### config.mk
export PLATFORM = sky130hd
export DESIGN_NAME = tri_bus_reader
export DESIGN_NICKNAME = d
export VERILOG_FILES = /design/src/rtl/tri_bus_pkg.sv /design/src/rtl/tri_bus_fifo.sv /design/src/rtl/tri_bus_reader.sv
export SDC_FILE = /design/constraint.sdc
export NUM_CORES = 1
export LEC_CHECK = 0
export CORE_ASPECT_RATIO = 1.25
export CORE_MARGIN = 5
export CORE_UTILIZATION = 56
export CTS_BUF_LIST = sky130_fd_sc_hd__clkbuf_16
export CTS_CLUSTER_DIAMETER = 150
export DETAILED_ROUTE_END_ITERATION = 7
export HOLD_SLACK_MARGIN = 0.08
export PLACE_DENSITY = 0.88
export SKIP_LAST_GASP = 1
export SLEW_MARGIN = 20
export SYNTH_ARGS = -nofsm -noshare
export SYNTH_HDL_FRONTEND = slang
export SYNTH_SLANG_ARGS = --single-unit
export TNS_END_PERCENT = 5
### constraint.sdc
create_clock -name clk -period 4.45 [get_ports clk]
set_input_delay 0.89 -clock clk [delete_from_list [all_inputs] [get_ports clk]]
set_output_delay 0.89 -clock clk [all_outputs]
set_load 0.01 [all_outputs]
### src/rtl/tri_bus_pkg.sv
// Shared types and defaults for the tri-state bus reader.
package tri_bus_pkg;

    // Reader FSM states.
    typedef enum logic [1:0] {
        IDLE  = 2'd0,
        GRANT = 2'd1,
        TURN  = 2'd2
    } state_e;

    // Default capture FIFO depth (entries, power of two).
    localparam int unsigned DEFAULT_DEPTH = 4;

endpackage

### src/rtl/tri_bus_fifo.sv
// First-word-fall-through capture FIFO; head is visible with no extra cycle.
module tri_bus_fifo #(
    parameter int unsigned W     = 4,
    parameter int unsigned DEPTH = 4
) (
    input  logic                       clk,
    input  logic                       rstN,
    input  logic                       push,
    input  logic [W-1:0]               wr_data,
    input  logic                       pop,
    output logic [W-1:0]               rd_data,
    output logic                       valid,
    output logic [$clog2(DEPTH):0]     count
);

    localparam int unsigned AW = $clog2(DEPTH);
    localparam int unsigned CW = AW + 1;

    logic [W-1:0]  mem_q [DEPTH];
    logic [AW-1:0] wr_ptr_q, wr_ptr_d;
    logic [AW-1:0] rd_ptr_q, rd_ptr_d;
    logic [CW-1:0] count_q, count_d;
    logic          full_c, empty_c, do_push_c, do_pop_c;

    // Occupancy flags, qualified push/pop and next pointer/count values.
    always_comb begin
        full_c    = (count_q == CW'(DEPTH));
        empty_c   = (count_q == '0);
        do_push_c = push && !full_c && rstN;
        do_pop_c  = pop && !empty_c;
        wr_ptr_d  = wr_ptr_q + AW'(do_push_c);
        rd_ptr_d  = rd_ptr_q + AW'(do_pop_c);
        count_d   = count_q + CW'(do_push_c) - CW'(do_pop_c);
    end

    // Pointer and count registers; pointers wrap naturally modulo DEPTH.
    always_ff @(posedge clk) begin
        if (!rstN) begin
            wr_ptr_q <= '0;
            rd_ptr_q <= '0;
            count_q  <= '0;
        end else begin
            wr_ptr_q <= wr_ptr_d;
            rd_ptr_q <= rd_ptr_d;
            count_q  <= count_d;
        end
    end

    // Storage array; contents are don't-care while empty.
    always_ff @(posedge clk) begin
        if (do_push_c) begin
            mem_q[wr_ptr_q] <= wr_data;
        end
    end

    // Head outputs; data reads as zero while empty.
    always_comb begin
        valid   = !empty_c;
        rd_data = empty_c ? '0 : mem_q[rd_ptr_q];
        count   = count_q;
    end

endmodule

### src/rtl/tri_bus_reader.sv
// Round-robin reader of a shared tri-state bus into a capture FIFO.
// Optional macro TRI_BUS_SRC_ID_EN adds out_src (granted driver index per entry).
module tri_bus_reader
    import tri_bus_pkg::*;
#(
    parameter int unsigned N       = 4,
    parameter int unsigned DRIVERS = 2,
    parameter int unsigned DEPTH   = DEFAULT_DEPTH
) (
    input  logic                         clk,
    input  logic                         rstN,
    input  logic [DRIVERS-1:0]           req,
    output logic [DRIVERS-1:0]           drv_en,
    input  tri logic [N-1:0]             bus,
    output logic [N-1:0]                 out_data,
    output logic                         out_valid,
    input  logic                         out_ready
`ifdef TRI_BUS_SRC_ID_EN
    ,
    output logic [$clog2(DRIVERS)-1:0]   out_src
`endif
);

    localparam int unsigned IW = $clog2(DRIVERS);
    localparam int unsigned CW = $clog2(DEPTH) + 1;
`ifdef TRI_BUS_SRC_ID_EN
    localparam int unsigned EW = N + IW;
`else
    localparam int unsigned EW = N;
`endif

    state_e             state_q, state_d;
    logic [DRIVERS-1:0] drv_en_q, drv_en_d;
    logic [IW-1:0]      grant_q, grant_d;
    logic [IW-1:0]      rr_ptr_q, rr_ptr_d;
    logic [IW-1:0]      pick_c;
    logic               push_c;
    logic [EW-1:0]      wr_data_c;
    logic [EW-1:0]      rd_data;
    logic [CW-1:0]      fifo_count;

    // Round-robin pick: first requester at or after rr_ptr, wrapping upward.
    always_comb begin : arb
        logic        found;
        int unsigned j;
        found  = 1'b0;
        j      = 0;
        pick_c = rr_ptr_q;
        for (int unsigned k = 0; k < DRIVERS; k++) begin
            j = (32'(rr_ptr_q) + k) % DRIVERS;
            if (!found && req[IW'(j)]) begin
                pick_c = IW'(j);
                found  = 1'b1;
            end
        end
    end

    // Next-state, grant, round-robin pointer and capture strobe.
    always_comb begin
        state_d  = state_q;
        drv_en_d = '0;
        grant_d  = grant_q;
        rr_ptr_d = rr_ptr_q;
        push_c   = 1'b0;
        case (state_q)
            IDLE: begin
                if ((|req) && (fifo_count < CW'(DEPTH))) begin
                    state_d          = GRANT;
                    grant_d          = pick_c;
                    drv_en_d[pick_c] = 1'b1;
                end
            end
            GRANT: begin
                push_c   = 1'b1;
                rr_ptr_d = (grant_q == IW'(DRIVERS - 1)) ? '0 : grant_q + IW'(1);
                state_d  = TURN;
            end
            TURN: begin
                state_d = IDLE;
            end
            default: begin
                state_d = IDLE;
            end
        endcase
    end

    // FSM and registered driver enable; reset aborts any transfer in flight.
    always_ff @(posedge clk) begin
        if (!rstN) begin
            state_q  <= IDLE;
            drv_en_q <= '0;
            grant_q  <= '0;
            rr_ptr_q <= '0;
        end else begin
            state_q  <= state_d;
            drv_en_q <= drv_en_d;
            grant_q  <= grant_d;
            rr_ptr_q <= rr_ptr_d;
        end
    end

`ifdef TRI_BUS_SRC_ID_EN
    // FIFO entry carries the bus word plus the driver it came from.
    always_comb wr_data_c = {grant_q, bus};
`else
    // FIFO entry carries only the bus word.
    always_comb wr_data_c = bus;
`endif

    tri_bus_fifo #(
        .W     (EW),
        .DEPTH (DEPTH)
    ) u_fifo (
        .clk     (clk),
        .rstN    (rstN),
        .push    (push_c),
        .wr_data (wr_data_c),
        .pop     (out_ready),
        .rd_data (rd_data),
        .valid   (out_valid),
        .count   (fifo_count)
    );

    // Output mapping from registered state and the FIFO head.
    always_comb begin
        drv_en   = drv_en_q;
        out_data = rd_data[N-1:0];
`ifdef TRI_BUS_SRC_ID_EN
        out_src  = rd_data[N +: IW];
`endif
    end

endmodule

; Word level (Yosys, flattened, before mapping)
; Memories as Yosys holds them, arrays and structs flattened. A register that Yosys moved wholly into a read port is not among the register bits.
; Index checks and enable logic that the tools add are counted.
[word_totals]
register_bits = 13
mem_bits_rw = 16
input_bits = 9
out_inout_bits = 7
word_cells = 52
memories = 1
[mem_list]
columns = memory, depth, width, rd, rd_ports_with_merged_regs, wr, line_no
row1 = u_fifo.mem_q, 4, 4, 1, 1, 1, tri_bus_fifo.sv:19  ; logic [W-1:0] mem_q [DEPTH];
[op_classes]
n_addsub = 6
magnitude_cmp = 5
eq_ne = 3
muxes = 16
n_reduce_logical = 14
[ops]
columns = operator, n
row1 = two-way mux 1 bit, 11
row2 = logical AND 1 bit, 6
row3 = "less-than comparator 1 x 2 -> 1 bit, second input constant", 3
row4 = adder 2 x 1 -> 2 bit, 2
row5 = two-way mux 2 bit, 2
row6 = two-way mux 4 bit, 1
row7 = one-hot mux 2 bit (2 select lines), 1
row8 = adder 3 x 1 -> 3 bit, 1
row9 = "== test 3 bit, second input constant", 1
row10 = logical NOT 1 bit, 3
row11 = logical NOT 3 bit, 1
row12 = "less-than comparator 3 bit, second input constant", 1
row13 = AND reduction 3 bit, 1
row14 = subtractor 3 x 1 -> 3 bit, 1
row15 = "adder 1 bit, second input constant", 2
row16 = "== test 2 x 1 -> 1 bit, second input constant", 1
row17 = logical NOT 2 bit, 1
row18 = "!= test 2 bit, second input constant", 1
row19 = AND reduction 2 bit, 1
row20 = OR reduction 2 bit, 1
row21 = demux 1 bit (select 1 bit), 1
row22 = ">= comparator 1 bit, second input constant", 1

; Longest topological paths before layout
[logic_depth]
ltp_word = 10
mapped_depth = 9
mapped_depth_nobuf = 9

; Hierarchy
; From an unflattened synthesis, not the netlist that was laid out.
[unflattened]
hier_cells = 81
hier_area_um2 = 1201.2
[by_module_without_submodules]
columns = module, n_inst, cells_per_inst, area_each_um2, seq_area_each_um2
row1 = tri_bus_fifo, 1, 61, 982.2, 620.6
row2 = tri_bus_reader, 1, 20, 219.0, 120.1

; Least setup slack after synthesis
; No wires, ideal clock.
[synth_timing]
path_type = in2reg
startpoint = in out_ready
endpoint = reg u_fifo.count_q[2] (netlist: u_fifo.count[2])
setup_ns = 0.115
t_arrival_ns = 2.302
required_ns = 4.335
setup_slack_ns = 2.033
path_stages = 8
path_buffers = 0
cell_sequence = nor2b_1 -> ha_1 -> inv_1 -> ha_1 -> fa_1 -> xor2_1 -> xnor2_1 -> and2_1
[synth_between]
elab_chain_cells = 2
[synth_lines]
columns = item, line_no
row1 = "start, declared", tri_bus_reader.sv:17  ; input logic out_ready
row2 = logical AND 1 bit, tri_bus_fifo.sv:30  ; do_pop_c = pop && !empty_c;
row3 = subtractor 3 x 1 -> 3 bit, tri_bus_fifo.sv:33  ; count_d = count_q + CW'(do_push_c) - CW'(do_pop_c);
row4 = "end signal, assigned", tri_bus_fifo.sv:45  ; count_q <= count_d;
row5 = "end, declared", tri_bus_fifo.sv:22  ; logic [CW-1:0] count_q, count_d;
; Every way passes these cells.
; A chain may end at the register's enable or synchronous reset.

==> metrics <==
Seq cells post-synth 29; Bufs on Longest Clock Path 2; Synth Warn # 0; Fin. Hold Viols 0; DRT Pass-1 Iters 3; All-Layer GR Usage 0.1543; critical path arrival 1990 ps; max_cap viols 0; vias per std cell 5.437; WS Path Type reg2out; Die W 51.27 um; DP HPWL 1451 um; register area share after synthesis 0.6212; Post-Syn Instances 84; commonest register cell after synthesis edfxtp_1; Site Rows 18; Cell variety after synth 24; final slew viol count 0; ys async rst share 0; Mapped Avg Cell Area 14.20 um2; Diodes inserted 0; ANT nets after route 0; Leak 0.6310 nW; WL final 1962 um; post-CTS resize count 0; clk slew on worst S/H paths 40 ps; worst path cell trace mux4_1, nor2b_1, clkdlybuf4s50_1; Starting Density 0.5949; vias 685; Worst Hold Class reg2reg; Tightest Pin Transition 699.0 ps; root buf cell clkbuf_16; total global routing overflow 0; Slew HR 0.5304; Power Total ~910 uW; CTS tree done; Synth Cell Area ~1200 um2; CTS buffer count 5; final clock skew 3.916 ps; count leader, synth edfxtp_1; CTS sink count 29; Critical-path top delay cell mux4_1; DIE AREA 3158 um2; RSZ-0062 raised after global routing false; Filler cells roughly 130; largest cells by area after synthesis edfxtp_1 40%, dfxtp_1 22%, mux4_1 4.4%; Post-Synth Simple-Gate Area 0.1280; Mapped Nets between 90 and 100; vias in the first global route 709; layout cells sized above 1 0.07547; DRC Markers 0; Iteration-0 DRC Markers 9; Critical Path RT 3560 ps; H-tree levels 2; crit path max fanout 5; CP peak stage delay 600 ps; postcts setup bufs 0; Synth-to-Final Area Change 28.02%; multiplexer share of the synthesized area 0.08185; initial antenna violation count 0; fmax 0.3466 GHz; num ports 16; peak supply drop 0.4136 mV; pwr dens 597.3 nW/um2; Post-synth EDFFs 16; WL/cell around 16 um; I/O Buffers 15; Layout Nets 119; status completed; clock latency on the worst-skew pair 270 ps; GPL Wtd Cong 0.7302; first-pass GRT wire length 3236 um; top-area cell type share of the netlist area 0.4029; post-synth top area cell edfxtp_1; Core Region approximately 2000 um2; crit end category output port; cts hold-fix bufs 0; Die Span Y just over 60 um; Setup TNS 0 ps; # setup viols final 0; clock period minus worst slack 2885 ps; largest net degree at the start of global routing 13; Synth Area in Adders 0.06716; top cells by count, synth 16 x edfxtp_1, 13 x dfxtp_1, 9 x inv_1; startpoint type of the worst setup path flop; Compound-Gate Fraction of Synth Area 0.04092; Final period util 0.6483; largest family of logic cells by synthesized area simple AND/OR/NAND/NOR gates; Post-Synth XOR/XNOR Area 0.02938
[power breakdown]
part | switching [mW] | leakage, nW | internal, mW | total (mW)
combinational | 0.0855 | 0.297 | 0.122 | 0.208
clock | 0.101 | 0.0826 | 0.258 | 0.359
sequential | 0.0315 | 0.251 | 0.314 | 0.345
total | 0.218 | 0.631 | 0.694 | 0.912
[layout make-up]
type,count,area (um2),share of cell area
clock inverter,3,37.54,0.02459
tap,20,25.02,0.01639
multi-input combinational,45,414.1,0.2713
sequential,29,740.7,0.4852
clock buffer,5,125.1,0.08197
inverter,9,33.78,0.02213
timing repair buffer,15,150.1,0.09836
[final timing paths]
check	startpoint	depth (start not counted)	slack [ps]	endpoint
min	grant_q	2	530	rr_ptr_q
max reg2reg	u_fifo.count[2]	9	1860	u_fifo.count[2]
min reg2reg	grant_q	2	530	rr_ptr_q
max	u_fifo.rd_ptr_q[0]	3	1570	out_data[3]
[stage by stage]
step / util / area, um2 / instances / hold WS (ps) / setup slack (ps)
2_1_floorplan: - / 1192 / 84 / 481.3 / 2033
3_3_place_gp: 0.6804 / 1364 / 118 / 507.7 / 1521
3_5_place_dp: 0.6804 / 1364 / 118 / 520.6 / 1417
4_1_cts: 0.7615 / 1526 / 126 / 531.8 / 1530
5_1_grt: 0.7615 / 1526 / 126 / 559.6 / 1491
6_report: 0.7615 / 1526 / 126 / 529.8 / 1565
[state kept, by name, indices dropped and copies added, names as in the netlist]
signal	cells
rr_ptr_q	1
u_fifo.mem_q	16
u_fifo.count	3
grant_q	1
u_fifo.wr_ptr_q	2
drv_en	2
state_q	2
u_fifo.rd_ptr_q	2
[cells in the final DEF (no fill, tap or decap)]
cell type        netlist  layout
and2_1                 7       7
clkdlybuf4s50_1        0      15
bufinv_16              0       1
a311o_1                1       1
nor3b_1                2       2
mux4_1                 2       2
nand3b_1               2       2
xor2_1                 3       3
clkbuf_16              0       5
and3_1                 1       1
clkinv_1               0       1
edfxtp_1              16      16
dfxtp_1               13      13
o211a_1                1       1
xnor2_1                1       1
nand2_1                1       1
nor3_1                 2       2
maj3_1                 1       1
mux4_2                 2       2
ha_1                   4       4
a21o_1                 1       1
fa_1                   1       1
nor2_1                 4       4
o2111a_1               1       1
nor2b_1                7       7
inv_1                  9      10
o311a_1                1       1
[cell families after synthesis]
kind of cell / count (synthesis)
adders and majority gates: 6
xor gates and xnor gates: 4
and+or+nand+nor: 26
muxes: 4
DFF: 29
AOI/OAI and AO/OA: 5
buffers and inverters: 10
[critical path, delay by kind of cell, from the launching register on]
kind | cells | cell delay, ps
multiplexers | 1 | 600
AND/OR/NAND/NOR | 1 | 140
buffers and inverters | 1 | 510
flip-flops | 1 | 480
[layer usage]
metal	track usage	up-vias	routed length (um)
met5	0	-	0
met4	0.1124	0	75
met3	0.04600	9	88
met2	0.2634	13	1055
met1	0.1638	321	742
li1	-	342	-
Power figures use the tool's default switching activity.
